**src/rtl/vga_grid_renderer_if.sv**
```systemverilog
// rtl/vga_grid_renderer_if.sv - game-side pixel enable, board state and VGA output bundle
interface vga_grid_renderer_if #(
    parameter int GRID_COLS = 4,
    parameter int GRID_ROWS = 4
);
    localparam int N  = GRID_COLS * GRID_ROWS;
    localparam int IW = $clog2(N);

    logic            pix_en;
    logic [2*N-1:0]  card_states;
    logic [IW-1:0]   cursor_pos;
    logic            hsync;
    logic            vsync;
    logic [3:0]      red;
    logic [3:0]      green;
    logic [3:0]      blue;
    logic            frame_start;

    modport master (
        output pix_en, card_states, cursor_pos,
        input  hsync, vsync, red, green, blue, frame_start
    );

    modport slave (
        input  pix_en, card_states, cursor_pos,
        output hsync, vsync, red, green, blue, frame_start
    );
endinterface

```
**src/rtl/vga_grid_renderer.sv**
```systemverilog
// rtl/vga_grid_renderer.sv - VGA timing and card-grid renderer; define VGA_GRID_BLINK_EN for a blinking cursor
module vga_grid_renderer #(
    parameter int H_ACTIVE   = 640,
    parameter int H_FP       = 16,
    parameter int H_SYNC     = 96,
    parameter int H_BP       = 48,
    parameter int V_ACTIVE   = 480,
    parameter int V_FP       = 10,
    parameter int V_SYNC     = 2,
    parameter int V_BP       = 33,
    parameter bit SYNC_POL   = 1'b0,
    parameter int GRID_COLS  = 4,
    parameter int GRID_ROWS  = 4,
    parameter int CARD_LOG2  = 6,
    parameter int GAP        = 4,
    parameter int ORIGIN_X   = 64,
    parameter int ORIGIN_Y   = 0,
    parameter int BORDER     = 3,
    parameter int BLINK_LOG2 = 4
) (
    input  logic clk,
    input  logic reset,
    vga_grid_renderer_if.slave bus
);
    localparam int H_TOTAL = H_ACTIVE + H_FP + H_SYNC + H_BP;
    localparam int V_TOTAL = V_ACTIVE + V_FP + V_SYNC + V_BP;
    localparam int N       = GRID_COLS * GRID_ROWS;
    localparam int IW      = $clog2(N);
    localparam int HW      = $clog2(H_TOTAL);
    localparam int VW      = $clog2(V_TOTAL);
    localparam int CW      = (GRID_COLS > 1) ? $clog2(GRID_COLS) : 1;
    localparam int RW      = (GRID_ROWS > 1) ? $clog2(GRID_ROWS) : 1;
    localparam int BODY    = (1 << CARD_LOG2) - GAP;
    localparam int FW      = BLINK_LOG2 + 1;

    localparam logic [11:0] COL_BLANK  = 12'h000;
    localparam logic [11:0] COL_BG     = 12'h224;
    localparam logic [11:0] COL_CURSOR = 12'hF00;
    localparam logic [11:0] COL_DOWN   = 12'h555;
    localparam logic [11:0] COL_FLIP   = 12'hAAA;
    localparam logic [11:0] COL_MATCH  = 12'h0F0;
    localparam logic [11:0] COL_MISS   = 12'hF80;

    logic [HW-1:0]    h_count;
    logic [VW-1:0]    v_count;
    logic             h_last;
    logic             v_last;
    logic             wrap;
    logic [2*N-1:0]   shadow_states;
    logic [IW-1:0]    shadow_cursor;
    logic [FW-1:0]    frame_cnt;
    logic             cursor_vis;

    assign h_last          = (h_count == HW'(H_TOTAL - 1));
    assign v_last          = (v_count == VW'(V_TOTAL - 1));
    assign wrap            = bus.pix_en && h_last && v_last;
    assign bus.frame_start = wrap;

    // Raster counters: h steps every pixel, v steps when h wraps
    always_ff @(posedge clk or posedge reset) begin
        if (reset) begin
            h_count <= '0;
            v_count <= '0;
        end else if (bus.pix_en) begin
            if (h_last) begin
                h_count <= '0;
                v_count <= v_last ? '0 : v_count + VW'(1);
            end else begin
                h_count <= h_count + HW'(1);
            end
        end
    end

    // Game state is sampled only at the frame boundary so a frame never tears
    always_ff @(posedge clk or posedge reset) begin
        if (reset) begin
            shadow_states <= '0;
            shadow_cursor <= '0;
            frame_cnt     <= '0;
        end else if (wrap) begin
            shadow_states <= bus.card_states;
            shadow_cursor <= bus.cursor_pos;
            frame_cnt     <= frame_cnt + FW'(1);
        end
    end

`ifdef VGA_GRID_BLINK_EN
    assign cursor_vis = ~frame_cnt[BLINK_LOG2];
`else
    logic unused_frame_cnt;
    assign unused_frame_cnt = ^frame_cnt;
    assign cursor_vis       = 1'b1;
`endif

    int                   h_i;
    int                   v_i;
    int                   rx;
    int                   ry;
    logic                 blank_c;
    logic                 hs_c;
    logic                 vs_c;
    logic                 in_grid;
    logic                 body_c;
    logic [CW-1:0]        col_c;
    logic [RW-1:0]        row_c;
    logic [CARD_LOG2-1:0] lx_c;
    logic [CARD_LOG2-1:0] ly_c;

    // Stage 1 decode: blanking, raw sync and grid cell / local offset of the current pixel
    always_comb begin
        h_i     = int'(h_count);
        v_i     = int'(v_count);
        rx      = h_i - ORIGIN_X;
        ry      = v_i - ORIGIN_Y;
        blank_c = (h_i >= H_ACTIVE) || (v_i >= V_ACTIVE);
        hs_c    = (h_i >= H_ACTIVE + H_FP) && (h_i < H_ACTIVE + H_FP + H_SYNC);
        vs_c    = (v_i >= V_ACTIVE + V_FP) && (v_i < V_ACTIVE + V_FP + V_SYNC);
        in_grid = (rx >= 0) && (ry >= 0) &&
                  ((rx >>> CARD_LOG2) < GRID_COLS) && ((ry >>> CARD_LOG2) < GRID_ROWS);
        col_c   = CW'(rx >>> CARD_LOG2);
        row_c   = RW'(ry >>> CARD_LOG2);
        lx_c    = rx[CARD_LOG2-1:0];
        ly_c    = ry[CARD_LOG2-1:0];
        body_c  = in_grid && (int'(lx_c) < BODY) && (int'(ly_c) < BODY);
    end

    logic                 s1_blank;
    logic                 s1_hs;
    logic                 s1_vs;
    logic                 s1_body;
    logic [CW-1:0]        s1_col;
    logic [RW-1:0]        s1_row;
    logic [CARD_LOG2-1:0] s1_lx;
    logic [CARD_LOG2-1:0] s1_ly;

    // Stage 1 register
    always_ff @(posedge clk or posedge reset) begin
        if (reset) begin
            s1_blank <= 1'b1;
            s1_hs    <= 1'b0;
            s1_vs    <= 1'b0;
            s1_body  <= 1'b0;
            s1_col   <= '0;
            s1_row   <= '0;
            s1_lx    <= '0;
            s1_ly    <= '0;
        end else if (bus.pix_en) begin
            s1_blank <= blank_c;
            s1_hs    <= hs_c;
            s1_vs    <= vs_c;
            s1_body  <= body_c;
            s1_col   <= col_c;
            s1_row   <= row_c;
            s1_lx    <= lx_c;
            s1_ly    <= ly_c;
        end
    end

    logic [IW-1:0] idx;
    logic [1:0]    st;
    logic          edge_px;
    logic          cursor_hit;
    logic [11:0]   rgb_c;

    // Stage 2 lookup: card state, cursor border and colour priority
    always_comb begin
        idx        = IW'(s1_row) * IW'(GRID_COLS) + IW'(s1_col);
        st         = 2'(shadow_states >> {idx, 1'b0});
        edge_px    = (int'(s1_lx) < BORDER) || (int'(s1_ly) < BORDER) ||
                     (int'(s1_lx) >= BODY - BORDER) || (int'(s1_ly) >= BODY - BORDER);
        // An out-of-range cursor never equals a valid card index, so it draws nothing
        cursor_hit = cursor_vis && edge_px && (idx == shadow_cursor);
        rgb_c      = COL_BLANK;
        if (s1_blank) begin
            rgb_c = COL_BLANK;
        end else if (!s1_body) begin
            rgb_c = COL_BG;
        end else if (cursor_hit) begin
            rgb_c = COL_CURSOR;
        end else begin
            case (st)
                2'b00:   rgb_c = COL_DOWN;
                2'b01:   rgb_c = COL_FLIP;
                2'b10:   rgb_c = COL_MATCH;
                default: rgb_c = COL_MISS;
            endcase
        end
    end

    logic [11:0] rgb_q;
    logic        hs_q;
    logic        vs_q;

    // Stage 2 register: colour and sync leave together so they stay aligned
    always_ff @(posedge clk or posedge reset) begin
        if (reset) begin
            rgb_q <= COL_BLANK;
            hs_q  <= ~SYNC_POL;
            vs_q  <= ~SYNC_POL;
        end else if (bus.pix_en) begin
            rgb_q <= rgb_c;
            hs_q  <= s1_hs ? SYNC_POL : ~SYNC_POL;
            vs_q  <= s1_vs ? SYNC_POL : ~SYNC_POL;
        end
    end

    assign bus.red   = rgb_q[11:8];
    assign bus.green = rgb_q[7:4];
    assign bus.blue  = rgb_q[3:0];
    assign bus.hsync = hs_q;
    assign bus.vsync = vs_q;
endmodule

```
**src/flat_wrapper.sv**
```systemverilog
// flat-port wrapper written by rule: the top's interface ports become plain ports
module vga_grid_renderer_flat 
#(
    parameter int H_ACTIVE   = 640,
    parameter int H_FP       = 16,
    parameter int H_SYNC     = 96,
    parameter int H_BP       = 48,
    parameter int V_ACTIVE   = 480,
    parameter int V_FP       = 10,
    parameter int V_SYNC     = 2,
    parameter int V_BP       = 33,
    parameter bit SYNC_POL   = 1'b0,
    parameter int GRID_COLS  = 4,
    parameter int GRID_ROWS  = 4,
    parameter int CARD_LOG2  = 6,
    parameter int GAP        = 4,
    parameter int ORIGIN_X   = 64,
    parameter int ORIGIN_Y   = 0,
    parameter int BORDER     = 3,
    parameter int BLINK_LOG2 = 4
)
  (clk, reset, bus_pix_en, bus_card_states, bus_cursor_pos, bus_hsync, bus_vsync, bus_red, bus_green, bus_blue, bus_frame_start);
  vga_grid_renderer_if #(.GRID_COLS(GRID_COLS), .GRID_ROWS(GRID_ROWS)) bus_i ();
  input  logic clk;
  input  logic reset;
  input wire logic [$bits(bus_i.pix_en)-1:0] bus_pix_en;
  input wire logic [$bits(bus_i.card_states)-1:0] bus_card_states;
  input wire logic [$bits(bus_i.cursor_pos)-1:0] bus_cursor_pos;
  output wire logic [$bits(bus_i.hsync)-1:0] bus_hsync;
  output wire logic [$bits(bus_i.vsync)-1:0] bus_vsync;
  output wire logic [$bits(bus_i.red)-1:0] bus_red;
  output wire logic [$bits(bus_i.green)-1:0] bus_green;
  output wire logic [$bits(bus_i.blue)-1:0] bus_blue;
  output wire logic [$bits(bus_i.frame_start)-1:0] bus_frame_start;
  assign bus_i.pix_en = bus_pix_en;
  assign bus_i.card_states = bus_card_states;
  assign bus_i.cursor_pos = bus_cursor_pos;
  assign bus_hsync = bus_i.hsync;
  assign bus_vsync = bus_i.vsync;
  assign bus_red = bus_i.red;
  assign bus_green = bus_i.green;
  assign bus_blue = bus_i.blue;
  assign bus_frame_start = bus_i.frame_start;
  vga_grid_renderer #(.H_ACTIVE(H_ACTIVE), .H_FP(H_FP), .H_SYNC(H_SYNC), .H_BP(H_BP), .V_ACTIVE(V_ACTIVE), .V_FP(V_FP), .V_SYNC(V_SYNC), .V_BP(V_BP), .SYNC_POL(SYNC_POL), .GRID_COLS(GRID_COLS), .GRID_ROWS(GRID_ROWS), .CARD_LOG2(CARD_LOG2), .GAP(GAP), .ORIGIN_X(ORIGIN_X), .ORIGIN_Y(ORIGIN_Y), .BORDER(BORDER), .BLINK_LOG2(BLINK_LOG2)) u_core (.clk(clk), .reset(reset), .bus(bus_i));
endmodule
```
**config.mk**
```make
export PLATFORM = sky130hd
export DESIGN_NAME = vga_grid_renderer_flat
export DESIGN_NICKNAME = d
export VERILOG_FILES = /design/src/rtl/vga_grid_renderer_if.sv /design/src/rtl/vga_grid_renderer.sv /design/src/flat_wrapper.sv
export SDC_FILE = /design/constraint.sdc
export NUM_CORES = 1
export LEC_CHECK = 0
export ABC_CLOCK_PERIOD_IN_PS = 6200
export CAP_MARGIN = 20
export CORE_UTILIZATION = 55
export CTS_BUF_LIST = sky130_fd_sc_hd__clkbuf_2 sky130_fd_sc_hd__clkbuf_4 sky130_fd_sc_hd__clkbuf_8
export CTS_CLUSTER_SIZE = 40
export DETAILED_ROUTE_END_ITERATION = 8
export PLACE_DENSITY = 0.79
export SYNTH_ARGS = -nofsm -noshare
export SYNTH_HDL_FRONTEND = slang
export SYNTH_SLANG_ARGS = --single-unit
export TNS_END_PERCENT = 30
```
**constraint.sdc**
```tcl
create_clock -name clk -period 6.2 [get_ports clk]
set_input_delay 1.24 -clock clk [delete_from_list [all_inputs] [get_ports clk]]
set_output_delay 1.24 -clock clk [all_outputs]
set_load 0.03 [all_outputs]
```
==> qor_table.md, run 1 <==
| Stage | Result | This run |
|---|---|---|
| run status | Result of the run | finished, final reports clean |
| pwr | Maximum resistive drop on vdd | 0.119 mV |
| sta | Maximum frequency from static timing analysis | 219 MHz |
| hold path | Class of the worst hold path | reg2reg |
| detailed routing | DRC violation count after routing | 0 |
| yosys | Top-count cell post-synth | sky130_fd_sc_hd__dfrtp_1 |
| setup path | Cell with the largest stage delay on the worst path | sky130_fd_sc_hd__clkdlybuf4s50_1 |
| clocking | TritonCTS clock tree | done |
| global route | Global-route wire length before repair | 13.0 mm |
| pwr | Internal portion of total power | 925 uW |
| sta | Setup TNS | 0 ns |
| place | Global placer's final weighted congestion | 0.791 |
| sta | Final worst path period share | 73.7% |
| setup path | Arrival time of data at the critical path endpoint | 3.33 ns |
| yosys | Synthesis-stage register bit count | 87 |
| setup path | WP buf/inv | 3 |
| die | Initial Util | 57.6% |
| clocking | Buffer cell driving the clock tree root | sky130_fd_sc_hd__clkbuf_8 |
| pwr | Switching Fraction | 26.0% |
| yosys | Count of synthesis-stage warnings from yosys | 0 |
| final layout | Growth of design area from synthesis to finish | 18.7% |
| detailed routing | First-pass iteration count of the detailed router | 5 |
| detailed routing | ANT nets after route | 0 |
| setup path | Worst flop-to-flop path endpoint | u_core.rgb_q[10] |
| yosys | Share of synthesized flip-flops with an asynchronous set or reset | 100% |
| detailed routing | DRC violation total after the first TritonRoute iteration | 115 |
| final layout | Layout Utilization | 68.4% |
| yosys | Summed instance area of the synthesized netlist | 0.00423 sq mm |
| pwr | Power density normalized to cell area | 249 mW/mm^2 |
| global route | Maximum number of pins on one net before global-route repair | 54 |
| setup path | Critical Path End Type | output port |
| clocking | Max Buffers Root-to-Sink | 2 |
| detailed routing | Per-cell routed wire length | 16.5 um |
| pwr | Comb pwr share | 11.6% |
| die | Core footprint | 0.00733 sq mm |
| setup path | CP delay by family, top | buffers and inverters |
| global route | Number of global-route vias before repair | 2620 |
| sta | Fin Clk Skew | 0.00914 ns |
| clocking | # hold bufs at CTS | 0 |
| detailed routing | Via count | 2752 |
| pwr | Sequential cell fraction of total power | 53.0% |
| setup path | Critical path fanouts, max | 37 |
| yosys | Average cell area after synthesis | 12.5 sq um |
| global route | Gr ovfl total | 0 |
| setup path | Cell depth of the worst flop-to-flop path | 6 |
| setup path | End point of the critical path | bus_frame_start |
| detailed routing | Total wirelength of the detailed-routed design | 8.04 mm |
| sta | Max Slew Vio Count | 0 |
| pwr | Share of power burned in the clock network | 35.4% |
| setup path | Required time of the critical path | 4.96 ns |
| setup path | Crit path depth | 6 |
| detailed routing | Vias per Instance | 5.66 |
| yosys | Share of the synthesized area in the top cell type | 49.7% |
| setup path | Critical Path Source Type | input port |
| setup path | Register-to-register path setup slack | 3.61 ns |
| yosys | Number of enable flip-flop cells after synthesis | 0 |
| setup path | Beginning of the critical path | bus_pix_en |
| global route | Number of antenna violations at the first check in global routing | 0 |
| sta | Shortest period the worst path allows | 4.57 ns |
| yosys | Unique cell type count in the Yosys netlist | 47 |
| sta | Final hold violations | 0 |
| place | Count of buffers from port buffering | 53 |
| clocking | Level count of the clock H-tree | 3 |
| place | Cell count after placement | 469 |
| die | Overall die area | 0.00804 sq mm |
| sta | Unrepaired setup endpoints after global routing | false |
| sta | Number of setup violations in the final report | 0 |
| setup path | Worst stage delay on the critical path | 0.67 ns |
| die | FP Rows | 31 |
| die | Width of the chip | 89.7 um |
| setup path | Most frequent cell on the critical path | sky130_fd_sc_hd__clkdlybuf4s50_1 |
| sta | Transition time at the pin with the least slew margin | 0.641 ns |
| clocking | Clock buffers created by TritonCTS | 9 |
| yosys | Most common flop cell mapped by yosys | sky130_fd_sc_hd__dfrtp_1 |
| final layout | Fraction of layout instances using a drive strength above 1 | 12.4% |
| pwr | Leakage power summed over all cells | 0.00236 uW |
| clocking | Number of sinks on the clock net | 87 |
| die | Chip Height | 89.7 um |
| final layout | Nets | 433 |
| final layout | Count of inserted antenna diode cells | 0 |
| pwr | Total power consumption of the routed design | 1250 uW |
| setup path | Cell Chain, Critical Path | clkdlybuf4s50_1 -> buf_4 -> and4_1 -> nand3_2 -> nor2_1 -> clkdlybuf4s50_1 |
| pwr | Switching pwr | 325 uW |
| yosys | Area contributors post-synth | sky130_fd_sc_hd__dfrtp_1, sky130_fd_sc_hd__mux2_1, sky130_fd_sc_hd__mux4_1 |
| clocking | Number of cells upsized or downsized after cts | 0 |
| yosys | Share of the yosys chip area belonging to registers | 51.6% |
| global route | GR Util All Layers | 21.9% |
| yosys | Largest area contributor in the synthesized netlist | sky130_fd_sc_hd__dfrtp_1 |
| yosys | Most instantiated cells after synthesis | sky130_fd_sc_hd__dfrtp_1, sky130_fd_sc_hd__mux2_1, sky130_fd_sc_hd__nand2_1 |
| job | Max_cap viols | 0 |
| die | Boundary pin count | 54 |
| place | DPL Wire Length | 5.49 mm |
| setup path | Critical R2R Launch | u_core.s1_col[0] |
| final layout | Post-Layout Cell Count | 486 |
| clocking | Postcts setup bufs | 0 |
| yosys | Mapped Nets | 390 |
| setup path | Critical setup path kind | in2out |
| yosys | Synth Instances | 339 |
| sta | Worst-case headroom to the max-slew limit | 57.3% |
| clocking | Clock transition at the registers of the reported paths | 0.08 ns |
| clocking | Clock insertion delay at the later pin of the skew report | 0.35 ns |
worst reg2reg max path, delay by kind of cell (launching register included):
kind | cells | cell delay (ns)
adders and majority gates | 1 | 0.26
buffers and inverters | 1 | 0.13
muxes | 2 | 1.19
AOI/OAI and AO/OA | 2 | 0.26
DFF | 1 | 0.70
power groups by stage:
stage	combinational (uW)	clock, uW	sequential [uW]
after floorplan	119	0	643
after global placement	143	0	673
after detailed placement	147	0	673
after CTS	147	453	662
after global routing	160	479	671
final	145	443	662
state kept, by name, summed over array words and instances (netlist names):
| signal | count |
|---|---|
| u_core.bus.hsync | 1 |
| u_core.bus.vsync | 1 |
| u_core.h_count | 10 |
| u_core.rgb_q | 9 |
| u_core.s1_blank | 1 |
| u_core.s1_body | 1 |
| u_core.s1_col | 2 |
| u_core.s1_hs | 1 |
| u_core.s1_lx | 6 |
| u_core.s1_ly | 6 |
| u_core.s1_row | 2 |
| u_core.s1_vs | 1 |
| u_core.shadow_cursor | 4 |
| u_core.shadow_states | 32 |
| u_core.v_count | 10 |
worst min-delay path by stage:
stage               depth (start not counted)                       end                      from  slack, ns
global placement                            1   u_core.shadow_states[7]   u_core.shadow_states[7]       0.46
detailed placement                          1  u_core.shadow_states[27]  u_core.shadow_states[27]       0.47
finish                                      1   u_core.shadow_states[2]   u_core.shadow_states[2]       0.48
global route                                1  u_core.shadow_states[27]  u_core.shadow_states[27]       0.51
CTS                                         1  u_core.shadow_states[27]  u_core.shadow_states[27]       0.49
floorplan                                   1  u_core.shadow_states[11]  u_core.shadow_states[11]       0.45
routing by layer:
metal | up-vias | GRT usage [%] | wire, um
met4 | 0 | 8.23 | 126
met5 | - | 0 | 0
met3 | 10 | 4.48 | 340
met1 | 1367 | 30.4 | 3700
li1 | 1288 | - | -
met2 | 87 | 34.2 | 3870
stage by stage:
| stage | setup slack, ns | hold slack (ns) | cell area, sq um |
|---|---|---|---|
| global placement | 1.65 | 0.460 | 4770 |
| global route | 1.52 | 0.508 | 5020 |
| floorplan | 2.71 | 0.449 | 4230 |
| detailed placement | 1.62 | 0.466 | 4770 |
| finish | 1.63 | 0.485 | 5020 |
| CTS | 1.62 | 0.487 | 5000 |
logic make-up (layout without fill, tap and decap cells):
logic type / Yosys count / in the layout / synth area share, %
AOI/OAI and AO/OA: 35 / 35 / 5.39
xor gates and xnor gates: 19 / 19 / 3.94
adders and majority gates: 12 / 12 / 3.55
buffers and inverters: 36 / 84 / 4.23
DFF: 87 / 87 / 51.6
muxes: 65 / 65 / 20.4
and+or+nand+nor: 85 / 85 / 10.8
layout make-up:
cell class                 instances  area (sq um)
fill                             507          2310
sequential                        87          2180
multi-input combinational        216          1870
timing repair buffer              56           566
clock buffer                      10           138
tap                               99           124
clock inverter                     6          91.3
inverter                          12          46.3
layout by cell type, fill, tap and decap left out, drive strengths merged, types with 4 or more instances in the layout:
cell           count
inv               12
mux4               9
o22ai              4
nand4              7
clkinv             4
ha                12
mux2              53
xor2              13
xnor2              6
dfrtp             84
nor2              15
and4               4
clkdlybuf4s50     53
nand3             11
nand2             21
o31ai              5
a21oi              6
o21ai             11
nor3               5
nor2b              5
clkbuf            10
Note: power is estimated with default switching activity, not from simulation.
==> run 2: changes to the inputs <==
--- a/config.mk
+++ b/config.mk
@@ -5,7 +5,7 @@
 export SDC_FILE = /design/constraint.sdc
 export NUM_CORES = 1
 export LEC_CHECK = 0
-export ABC_CLOCK_PERIOD_IN_PS = 6200
+export ABC_CLOCK_PERIOD_IN_PS = 4300
 export CAP_MARGIN = 20
 export CORE_UTILIZATION = 55
 export CTS_BUF_LIST = sky130_fd_sc_hd__clkbuf_2 sky130_fd_sc_hd__clkbuf_4 sky130_fd_sc_hd__clkbuf_8
==> constraint.sdc (replaced) <==
create_clock -name clk -period 4.3 [get_ports clk]
set_input_delay 0.86 -clock clk [delete_from_list [all_inputs] [get_ports clk]]
set_output_delay 0.86 -clock clk [all_outputs]
set_load 0.03 [all_outputs]
==> run 2 against run 1 <==
  * First-iteration DRC count decreased by 14%
  * Final cell count up 0.21%
  * Power up 45%
  * Non-clock buffer count grew 1
  * Critical endpoint unchanged
  * Clock skew increased by 0.0070 ns
  * Die area unchanged
  * Largest cell class unchanged
  * Largest power group unchanged
  * Final area is essentially flat
  * Setup slack worse by 0.24 ns
  * Routed wire length fell by 1.3%
  * Highest routed layer unchanged
  * Sequential share of layout area about the same
==> qor_table.md, run 2 (synthesized netlist as in run 1, its figures left out) <==
| Stage | Result | This run |
|---|---|---|
| setup path | Critical R2R Launch | u_core.s1_col[0] |
| setup path | Critical Path Source Type | input port |
| clocking | Number of sinks on the clock net | 87 |
| clocking | Number of cells upsized or downsized after cts | 0 |
| setup path | Register-to-register path setup slack | 1.74 ns |
| clocking | Clock insertion delay at the later pin of the skew report | 0.35 ns |
| final layout | Fraction of layout instances using a drive strength above 1 | 12.9% |
| setup path | Critical Path End Type | output port |
| global route | GR Util met3 | 4.20% |
| final layout | Count of inserted antenna diode cells | 0 |
| pwr | Leakage power summed over all cells | 0.00236 uW |
| pwr | Power density normalized to cell area | 362 mW/mm^2 |
| clocking | TritonCTS clock tree | done |
| hold path | Terminating pin of the worst hold path | u_core.shadow_states[2] |
| global route | Global-route wire length before repair | 13.1 mm |
| detailed routing | Via count | 2736 |
| place | Count of buffers from port buffering | 53 |
| global route | Maximum number of pins on one net before global-route repair | 40 |
| place | Global placer's final weighted congestion | 0.863 |
| final layout | Largest register FFs | 32 |
| clocking | Level count of the clock H-tree | 3 |
| clocking | Max Buffers Root-to-Sink | 2 |
| sta | Shortest period the worst path allows | 2.91 ns |
| detailed routing | ANT nets after route | 0 |
| run status | Result of the run | finished, final reports clean |
| hold path | Class of the worst hold path | reg2reg |
| setup path | Critical path fanouts, max | 4 |
| clocking | Clock transition at the registers of the reported paths | 0.07 ns |
| die | Width of the chip | 89.7 um |
| pwr | Maximum resistive drop on vdd | 0.288 mV |
| global route | Gr ovfl total | 0 |
| setup path | Required time of the critical path | 3.44 ns |
| setup path | Arrival time of data at the critical path endpoint | 2.05 ns |
| sta | Setup TNS | 0 ns |
| global route | Number of antenna violations at the first check in global routing | 0 |
| hold path | Startpoint of the most critical hold path | u_core.shadow_states[2] |
| sta | Worst-case headroom to the max-slew limit | 62.3% |
| detailed routing | DRC violation count after routing | 0 |
| final layout | Most common cell after layout, fill and taps aside | sky130_fd_sc_hd__dfrtp_1 |
| global route | GR Util All Layers | 22.2% |
| detailed routing | Vias per Instance | 5.62 |
| sta | Number of setup violations in the final report | 0 |
| global route | Met1 Resource Use GR | 30.0% |
| final layout | Layout Utilization | 68.4% |
| sta | Max Slew Vio Count | 0 |
| global route | Most Crowded Layer GR | met2 |
| final layout | Register containing the most flip-flops in the final layout | u_core.shadow_states |
| global route | GR met2 Demand/Resource | 35.5% |
| clocking | # hold bufs at CTS | 0 |
| final layout | Nets | 434 |
| clocking | Clock buffers created by TritonCTS | 9 |
| final layout | Post-Layout Cell Count | 487 |
| die | Core footprint | 0.00733 sq mm |
| pwr | Total power consumption of the routed design | 1810 uW |
| die | Boundary pin count | 54 |
| sta | Unrepaired setup endpoints after global routing | false |
| sta | Fin Clk Skew | 0.0162 ns |
| job | Max_cap viols | 0 |
| clocking | Buffer cell driving the clock tree root | sky130_fd_sc_hd__clkbuf_8 |
| die | FP Rows | 31 |
| final layout | Leading cell types in the layout, fill and taps excluded | sky130_fd_sc_hd__dfrtp_1, sky130_fd_sc_hd__clkdlybuf4s50_1, sky130_fd_sc_hd__mux2_1 |
| detailed routing | First-pass iteration count of the detailed router | 4 |
| detailed routing | Total wirelength of the detailed-routed design | 7.93 mm |
| detailed routing | Per-cell routed wire length | 16.3 um |
| clocking | Postcts setup bufs | 0 |
| global route | Number of global-route vias before repair | 2772 |
| place | Cell count after placement | 471 |
| hold path | Worst hold stages | 1 |
| sta | Final hold violations | 0 |
| final layout | Largest registers | u_core.shadow_states x32, u_core.h_count x10, u_core.v_count x10 |
| die | Initial Util | 57.6% |
| sta | Final worst path period share | 67.7% |
| sta | Maximum frequency from static timing analysis | 343 MHz |
| detailed routing | DRC violation total after the first TritonRoute iteration | 99 |
| sta | Transition time at the pin with the least slew margin | 0.566 ns |
| setup path | Critical setup path kind | in2out |
| setup path | Cell depth of the worst flop-to-flop path | 6 |
| die | Chip Height | 89.7 um |
| setup path | Worst flop-to-flop path endpoint | u_core.rgb_q[10] |
| sta | Worst hold slack | 0.487 ns |
| final layout | Growth of design area from synthesis to finish | 18.7% |
| place | DPL Wire Length | 5.78 mm |
| die | Overall die area | 0.00804 sq mm |
-- run 2: power by group --
| group | internal (uW) | total, uW | switching [uW] |
|---|---|---|---|
| sequential | 873 | 957 | 83.1 |
| combinational | 114 | 211 | 97.0 |
| clock | 373 | 646 | 274 |
| total | 1360 | 1810 | 454 |
-- run 2: per-layer routing --
layer / routed length, um / part of all wire, % / vias up
li1: - / - / 1297
met3: 320 / 4.0 / 13
met5: 0 / 0 / -
met4: 162 / 2.0 / 0
met2: 3880 / 49 / 63
met1: 3570 / 45 / 1363
-- run 2: how the worst max path moves through the flow --
stage	startpoint	to	slack (ns)	cells after the start
6_report	bus_pix_en	bus_frame_start	1.39	5
5_1_grt	bus_pix_en	bus_frame_start	1.31	5
4_1_cts	bus_pix_en	bus_frame_start	1.36	5
3_5_place_dp	bus_pix_en	bus_frame_start	1.36	5
3_3_place_gp	bus_pix_en	bus_frame_start	1.36	5
2_1_floorplan	reset	u_core.h_count[0]	1.19	1
-- run 2: critical path, stage by stage --
cell	delay, ns
sky130_fd_sc_hd__clkdlybuf4s50_1	0.52
sky130_fd_sc_hd__and4_1	0.22
sky130_fd_sc_hd__nand3_2	0.15
sky130_fd_sc_hd__nor2_1	0.14
sky130_fd_sc_hd__buf_4	0.16
-- run 2: final cells by class --
| class | instances | area, sq um |
|---|---|---|
| clock buffers | 13 | 166 |
| clock inverters | 3 | 67.6 |
| fillers | 511 | 2320 |
| inverters | 12 | 46.3 |
| multi-input cells | 216 | 1870 |
| flip-flops and latches | 87 | 2180 |
| well taps | 99 | 124 |
| repair buffers | 57 | 558 |
-- run 2: per-stage QoR --
stage	area [sq um]	setup WS (ns)
3_3_place_gp	4780	1.36
3_5_place_dp	4780	1.36
2_1_floorplan	4230	1.19
5_1_grt	5010	1.31
6_report	5010	1.39
4_1_cts	5010	1.36
